`config.mk`:
```
export PLATFORM = sky130hd
export DESIGN_NAME = store64_bswap
export DESIGN_NICKNAME = d
export VERILOG_FILES = /design/src/rtl/store64_bswap.sv
export SDC_FILE = /design/constraint.sdc
export NUM_CORES = 1
export LEC_CHECK = 0
export CAP_MARGIN = 10
export CORE_ASPECT_RATIO = 0.6
export CORE_UTILIZATION = 42
export DETAILED_ROUTE_END_ITERATION = 7
export GPL_TIMING_DRIVEN = 0
export HOLD_SLACK_MARGIN = 0.08
export PLACE_DENSITY = 0.95
export SYNTH_ARGS = -nofsm -noshare
export SYNTH_HDL_FRONTEND = slang
export SYNTH_SLANG_ARGS = --single-unit
```
`constraint.sdc`:
```
create_clock -name i_clk -period 2.5 [get_ports i_clk]
set_clock_uncertainty 0.1 [all_clocks]
set_input_delay 0.5 -clock i_clk [delete_from_list [all_inputs] [get_ports i_clk]]
set_output_delay 0.5 -clock i_clk [all_outputs]
set_load 0.02 [all_outputs]
```
`src/rtl/store64_bswap.sv`:
```
`default_nettype none
// ============================================================================
//  Module   : store64_bswap
//  Purpose  : Converts one Keccak lane (integer view) into its little-endian
//             byte-array image. Byte arrays in the keccak datapath are packed
//             MSB-first (array byte 0 in the top byte), so the conversion is
//             a full byte reversal. The operation is its own inverse, so the
//             same block also serves as load64.
//  Ports    : i_clk    - clock, all state changes on the rising edge
//             i_rstn   - synchronous active-low reset
//             i_valid  - qualifies i_data this cycle
//             i_data   - lane value, BW_DATA bits
//             o_valid  - registered qualifier for o_data
//             o_data   - registered byte-reversed image of the captured lane
//  Params   : BW_DATA  - data width, nonzero multiple of 8 (default 64)
//  Revision : 1.0 - initial release
// ============================================================================
module store64_bswap #(
    parameter int BW_DATA = 64
) (
    input  logic               i_clk,
    input  logic               i_rstn,
    input  logic               i_valid,
    input  logic [BW_DATA-1:0] i_data,
    output logic               o_valid,
    output logic [BW_DATA-1:0] o_data
);

    // BW_DATA must be a nonzero multiple of 8; any remainder bits would be
    // left undriven by the byte loop below.
    localparam int NB = BW_DATA / 8;

    logic [BW_DATA-1:0] w_data_d;
    logic [BW_DATA-1:0] r_data_q;
    logic               r_valid_q;

    // Output byte k takes input byte NB-1-k; bit order inside a byte is kept.
    // With NB == 1 this collapses to a straight wire.
    generate
        for (genvar k = 0; k < NB; k++) begin : g_byte
            assign w_data_d[8*k +: 8] = i_data[BW_DATA-8-8*k +: 8];
        end
    endgenerate

    // Reset wins over i_valid and drops anything in flight. Outside reset the
    // data register only loads on a valid beat, so o_data holds across idle
    // cycles while o_valid falls.
    always_ff @(posedge i_clk) begin
        if (!i_rstn) begin
            r_valid_q <= 1'b0;
            r_data_q  <= '0;
        end else begin
            r_valid_q <= i_valid;
            if (i_valid) begin
                r_data_q <= w_data_d;
            end
        end
    end

    assign o_valid = r_valid_q;
    assign o_data  = r_data_q;

endmodule
`default_nettype wire

```
Word-level counts from Yosys, hierarchy flattened
Index checks and enable logic that the tools add are counted.
{"block": "word_totals", "regBits": 65, "input_bits": 67, "output_inout_bits": 65, "wordCells": 2}

Depth between registers and ports, before layout
Gate-level depths: netlist (run 1).
{"block": "logic_depth", "ltp_word": 0, "depth_mapped": 4, "mapped_depth_nobuf": 2}

Worst setup path before layout (run 1)
OpenSTA, ideal clock, no wires.
{"block": "synth_path", "path_type": "input to register", "start": "input i_valid", "end": "register r_data_q[53] (netlist: o_data[53])", "setup_ns": 0.116, "arrival_time_ns": 1.040, "t_required_ns": 2.284, "path_slack_ns": 1.244, "stages": 4, "path_buffers": 2, "cell_sequence": "buf_6 -> buf_8 -> mux2i_1 -> nor2b_1"}
{"item": "from (decl)", "line_no": "23", "source": "input logic i_valid,"}
{"item": "to (signal assigned)", "line_no": "55", "source": "r_data_q <= w_data_d;"}
{"item": "to (decl)", "line_no": "34", "source": "logic [BW_DATA-1:0] r_data_q;"}

Final worst setup path (run 1)
{"block": "layout_path", "start": "register r_data_q[42] (netlist: o_data[42])", "end": "output o_data[42]"}
{"item": "to (decl)", "line_no": "26", "source": "output logic [BW_DATA-1:0] o_data"}
No word-level cell between the ends.

==> flow_metrics.tcl, run 1 <==
set metrics [dict create \
    r2r_end "o_data[21]" \
    finalWeightedCongestion 0.6497 \
    powerDensity_mw_per_mm2 581.8 \
    post-route-min-period_ns 1.896 \
    critical_path.top_delay_family "buffers and inverters" \
    grt_setup_unrepaired "false" \
    power.static_leakage_nw 1.666 \
    floorplan.die_area_mm2 0.006250 \
    worst_r2r_startpoint "o_data[21]" \
    p_sw_mw 0.5996 \
    routed_via_density 4.373 \
    max-vdd-ir-drop_mv 0.3834 \
    most-common-layout-cells "129 x sky130_fd_sc_hd__clkdlybuf4s50_1, 65 x sky130_fd_sc_hd__dfxtp_1, 64 x sky130_fd_sc_hd__mux2i_1, 64 x sky130_fd_sc_hd__nor2b_1, 10 x sky130_fd_sc_hd__clkbuf_8" \
    holdWs_ns 0.4099 \
    grt_start_max_net_pins 11 \
    first_global_vias 1793 \
    ioPinCount 132 \
    routed-via-count 1889 \
    final_antenna_net_count 0 \
    clk_sinks 65 \
    fp.coreArea_mm2 0.005649 \
    post-route-drc-count 0 \
    die_height_um 61.64 \
    h_tree_lvl_count 3 \
    dp_cells 417 \
    internal-power_mw 1.752 \
    crit_arrival_ns 1.30 \
    totalPowerFinal_mw 2.352 \
    initial_utilization_pct 44.08 \
    yosys_warnings 0 \
    root_buffer "sky130_fd_sc_hd__clkbuf_8" \
    tightest_slew_ns 0.3538 \
    cts_hold_repair.buffers 0 \
    critical_path.max_fanout 2 \
    postLayoutSetupSlackWorst_ns 0.6045 \
    clk_pin_slew_worst_paths_ns 0.08 \
    synth_seq_cells 65 \
    std_cell_rows 21 \
    seqPwrFrac_pct 48.0 \
    synth.net_count 275 \
    tritoncts "yes" \
    final_common_cell "sky130_fd_sc_hd__clkdlybuf4s50_1" \
    finalNonFillerCells 432 \
    slew_violations 0 \
    cts_buffers 9 \
    route.final.wire_length_mm 5.808 \
    worstRegToRegCells 2 \
    worst_skew_pair.late_latency_ns 0.32 \
    num_antenna_cells 0 \
    hold_path_end "o_data[0]" \
    r2r_setup_slack_ns 1.72 \
    cpPeakStageDelay_ns 0.61 \
    postCtsResizedCells 0 \
    netlist_instances 208 \
    worstHoldPathType "in2reg" \
    power_switching_share_pct 25.50 \
    cts_post_setup_buffers_inserted 0 \
    overflow 0 \
    slew_headroom_pct 76.41 \
    synthToLayoutAreaGrowth_pct 62.36 \
    setup_viol 0 \
    initial_antenna_violation_count 0 \
    drt_iter0_drc 23 \
    detail_route.first_pass.iterations 4 \
    synth.cell_area_mm2 0.002490 \
    seq_area_frac_synth_pct 52.26 \
    dp_hpwl_mm 4.356 \
    cts.path.max_buffers 2 \
    fmax_ghz 0.5276 \
    timing.max_cap.violations 0 \
    critical_path.startpoint_type "flip-flop" \
    synthDistinctLibCells 10 \
    cp_cell_sequence "clkdlybuf4s50_1" \
    share_comb_of_total_power_pct 20.0 \
    finalCritPeriodShare_pct 75.82 \
    holdCritStartpoint "i_rstn" \
    hold_vio_cnt_final 0 \
    cell_with_the_largest_stage_delay_on_the_worst_path "sky130_fd_sc_hd__clkdlybuf4s50_1" \
    port_buffers 129 \
    detail_route.wl_per_cell_um 13.44 \
    floorplan.die.width_um 101.4 \
    dp_worst_setup_slack_ns 0.9601 \
    min_delay_path_depth 2 \
    path_class "reg2out" \
    status "completed" \
    fin_nets 415 \
    syn_area_per_cell_um2 11.97 \
    drive_gt1_share_pct 6.250 \
    pwr-share-clk_pct 32.0 \
    total_routing_usage_reported_by_global_routing_pct 18.61 \
    grt_pass1_wl_mm 8.473 \
    crit_required_ns 1.90 \
    crit_path_end_kind "primary output" \
    tns_ns 0 \
    critical_path_buf_inv_count 1 \
]
sequential cells by signal (all words and copies together), names as in the netlist:
name,count
o_data,64
o_valid,1
worst max path at each step:
stage,end,startpoint,slack (ns),cells after the start
6_report,o_data[42],o_data[42],0.60,1
3_5_place_dp,o_data[33],o_data[33],0.96,1
3_3_place_gp,o_data[57],o_data[57],0.97,1
5_1_grt,o_data[42],o_data[42],0.54,1
4_1_cts,o_data[42],o_data[42],0.59,1
2_1_floorplan,o_data[53],i_valid,1.24,4
synth_stat cells:
| cell type | number | area share, % |
|---|---|---|
| sky130_fd_sc_hd__buf_2 | 1 | 0.20 |
| sky130_fd_sc_hd__buf_6 | 1 | 0.45 |
| sky130_fd_sc_hd__mux2i_1 | 64 | 26 |
| sky130_fd_sc_hd__clkbuf_1 | 6 | 0.90 |
| sky130_fd_sc_hd__buf_8 | 1 | 0.60 |
| sky130_fd_sc_hd__buf_4 | 1 | 0.30 |
| sky130_fd_sc_hd__nor2b_1 | 64 | 16 |
| sky130_fd_sc_hd__dfxtp_1 | 65 | 52 |
| sky130_fd_sc_hd__buf_12 | 4 | 3.2 |
| sky130_fd_sc_hd__and2_1 | 1 | 0.25 |
per-layer routing:
layer | global-route usage, % | wire [µm] | up-vias
met2 | 31.20 | 2638 | 79
met1 | 21.57 | 2592 | 841
li1 | - | - | 961
met5 | 0 | 0 | -
met4 | 6.625 | 64 | 0
met3 | 8.400 | 512 | 8
area by class of cell:
type | count | area, µm²
Timing Repair Buffer | 129 | 1291
Multi-Input combinational cell | 129 | 1047
Sequential cell | 65 | 1301
Clock buffer | 11 | 141.4
Tap cell | 80 | 100.1
Buffer | 14 | 141.4
Clock inverter | 4 | 20.02
Fill cell | 411 | 1607
power by group through the flow:
stage / clock (mW) / combinational, mW / sequential, mW
2_1_floorplan: 0 / 0.149 / 1.23
3_3_place_gp: 0 / 0.464 / 1.15
3_5_place_dp: 0 / 0.473 / 1.15
4_1_cts: 0.768 / 0.476 / 1.13
5_1_grt: 0.819 / 0.502 / 1.13
6_report: 0.752 / 0.471 / 1.13
through the flow:
stage	util [%]	cell area (µm²)
floorplan	-	2490
global placement	68.70	3881
detailed placement	68.70	3881
CTS	71.56	4043
global route	71.56	4043
finish	71.56	4043
worst register-to-register path, stage by stage, from the launching register on:
cell and delay, ns:
sky130_fd_sc_hd__dfxtp_1 0.32, sky130_fd_sc_hd__mux2i_1 0.18, sky130_fd_sc_hd__nor2b_1 0.07
cell families (layout without fill, tap and decap cells):
family / count (synthesis) / count (layout) / synth area share [%]
buf+inv: 14 / 158 / 5.678
flops: 65 / 65 / 52.26
mux: 64 / 64 / 25.73
simple gates: 65 / 65 / 16.33
Note: power is estimated with default switching activity, not from simulation.
==> inputs of run 2 (changes only) <==
--- a/config.mk
+++ b/config.mk
@@ -7,11 +7,11 @@
 export LEC_CHECK = 0
 export CAP_MARGIN = 10
 export CORE_ASPECT_RATIO = 0.6
-export CORE_UTILIZATION = 42
+export CORE_UTILIZATION = 39
 export DETAILED_ROUTE_END_ITERATION = 7
 export GPL_TIMING_DRIVEN = 0
 export HOLD_SLACK_MARGIN = 0.08
-export PLACE_DENSITY = 0.95
+export PLACE_DENSITY = 0.92
 export SYNTH_ARGS = -nofsm -noshare
 export SYNTH_HDL_FRONTEND = slang
 export SYNTH_SLANG_ARGS = --single-unit
==> constraint.sdc (replaced) <==
create_clock -name i_clk -period 1.9 [get_ports i_clk]
set_clock_uncertainty 0.1 [all_clocks]
set_input_delay 0.38 -clock i_clk [delete_from_list [all_inputs] [get_ports i_clk]]
set_output_delay 0.38 -clock i_clk [all_outputs]
set_load 0.02 [all_outputs]
==> flow_metrics.tcl, run 2 (synthesized netlist as in run 1, its figures left out) <==
set metrics [dict create \
    clk_sinks 65 \
    cts_hold_repair.buffers 0 \
    port_buffers 129 \
    total_routing_usage_reported_by_global_routing_pct 18.27 \
    cell_with_the_largest_stage_delay_on_the_worst_path "sky130_fd_sc_hd__clkdlybuf4s50_1" \
    postLayoutSetupSlackWorst_ns 0.08608 \
    std_cell_rows 22 \
    synthToLayoutAreaGrowth_pct 66.63 \
    powerDensity_mw_per_mm2 867.9 \
    postCtsResizedCells 0 \
    finalWeightedCongestion 0.6886 \
    floorplan.die_area_mm2 0.006718 \
    holdWs_ns 0.2960 \
    setup_viol 0 \
    root_buffer "sky130_fd_sc_hd__clkbuf_8" \
    clk_pin_slew_worst_paths_ns 0.07 \
    post-route-min-period_ns 1.814 \
    worst_skew_pair.late_latency_ns 0.32 \
    fp.coreArea_mm2 0.006138 \
    hold_path_end "o_data[63]" \
    ioPinCount 132 \
    post-route-drc-count 0 \
    r2r_setup_slack_ns 1.15 \
    detail_route.wl_per_cell_um 13.35 \
    detail_route.first_pass.iterations 4 \
    floorplan.die.width_um 105.2 \
    most-common-layout-cells "129 x sky130_fd_sc_hd__clkdlybuf4s50_1, 65 x sky130_fd_sc_hd__dfxtp_1, 64 x sky130_fd_sc_hd__mux2i_1, 64 x sky130_fd_sc_hd__nor2b_1, 12 x sky130_fd_sc_hd__clkbuf_8" \
    r2r_end "o_data[24]" \
    max-vdd-ir-drop_mv 0.5295 \
    die_height_um 63.89 \
    dp_hpwl_mm 4.487 \
    finalNonFillerCells 437 \
    cts_buffers 9 \
    worst_r2r_startpoint "o_data[24]" \
    tightest_slew_ns 0.3295 \
    overflow 0 \
    drive_gt1_share_pct 6.799 \
    grt_start_max_net_pins 12 \
    critical_path_buf_inv_count 1 \
    timing.max_cap.violations 0 \
    route.final.wire_length_mm 5.835 \
    drt_iter0_drc 24 \
    slew_headroom_pct 78.03 \
    dp_cells 421 \
    crit_arrival_ns 1.33 \
    h_tree_lvl_count 3 \
    fin_nets 415 \
    critical_path.top_delay_family "buffers and inverters" \
    cp_num_cells 1 \
    cts.path.max_buffers 2 \
    cp_cell_sequence "clkdlybuf4s50_1" \
    fillCellCount 465 \
    path_class "reg2out" \
    cts_post_setup_buffers_inserted 0 \
    worstRegToRegCells 2 \
    finalCritPeriodShare_pct 95.47 \
    cpPeakStageDelay_ns 0.64 \
    worstHoldPathType "in2reg" \
    dp_worst_setup_slack_ns 0.4638 \
    first_global_vias 1960 \
    holdCritStartpoint "i_rstn" \
    crit_path_end_kind "primary output" \
    final_common_cell "sky130_fd_sc_hd__clkdlybuf4s50_1" \
    final_antenna_net_count 0 \
    min_delay_path_depth 2 \
    critical_path.startpoint_type "flip-flop" \
    layout.core_utilization_pct 67.59 \
    num_antenna_cells 0 \
    initial_antenna_violation_count 0 \
    grt_pass1_wl_mm 9.473 \
    initial_utilization_pct 40.56 \
    tns_ns 0 \
    largest_register_ffs 64 \
    power.static_leakage_nw 1.706 \
    tritoncts "yes" \
    routed_via_density 4.474 \
    routed-via-count 1955 \
    critical_path.max_fanout 2 \
    grt_setup_unrepaired "false" \
    slew_violations 0 \
    status "completed" \
    hold_vio_cnt_final 0 \
    fmax_ghz 0.5513 \
    crit_required_ns 1.42 \
]
==> run 2: changes by cell type in the layout (fill, tap and decap cells not counted) <==
cell,delta
sky130_fd_sc_hd__bufinv_16,+3
sky130_fd_sc_hd__clkinvlp_4,+1
sky130_fd_sc_hd__clkinv_2,-4
sky130_fd_sc_hd__clkbuf_1,-1
sky130_fd_sc_hd__clkbuf_8,+2
==> run 2: how the worst max path moves through the flow <==
stage          slack, ns         end       start
2_1_floorplan       0.76  o_data[53]     i_valid
3_3_place_gp        0.48  o_data[48]  o_data[48]
3_5_place_dp        0.46  o_data[27]  o_data[27]
4_1_cts             0.09  o_data[27]  o_data[27]
5_1_grt             0.06  o_data[27]  o_data[27]
6_report            0.09  o_data[27]  o_data[27]
==> run 2: power breakdown <==
group	internal, mW	total, mW	switching, mW	leakage [nW]
clock network	0.980	1.49	0.515	0.129
registers	1.44	1.48	0.0405	0.537
logic	0.368	0.621	0.253	1.04
total	2.79	3.60	0.809	1.71
==> run 2: stage by stage <==
step | power, mW | instance area [µm²]
global route | 3.743 | 4149
CTS | 3.642 | 4149
finish | 3.601 | 4149
floorplan | 1.809 | 2490
global placement | 2.122 | 3886
detailed placement | 2.142 | 3886
==> run 2: final cells by class <==
class | count | area [µm²] | share of cell area, %
sequential | 65 | 1301 | 31.36
timing repair buffer | 129 | 1291 | 31.12
tap | 84 | 105.1 | 2.533
buffer | 14 | 141.4 | 3.408
clock buffer | 12 | 165.2 | 3.981
clock inverter | 4 | 97.59 | 2.352
multi-input combinational | 129 | 1047 | 25.24
==> run 2: metal layers <==
layer / track usage, % / routed length, µm / part of all wire (%) / vias up
met2: 30.79 / 2651 / 45 / 82
met3: 6.224 / 419 / 7.2 / 12
li1: - / - / - / 964
met4: 8.803 / 123 / 2.1 / 0
met1: 21.01 / 2640 / 45 / 897
met5: 0 / 0 / 0 / -
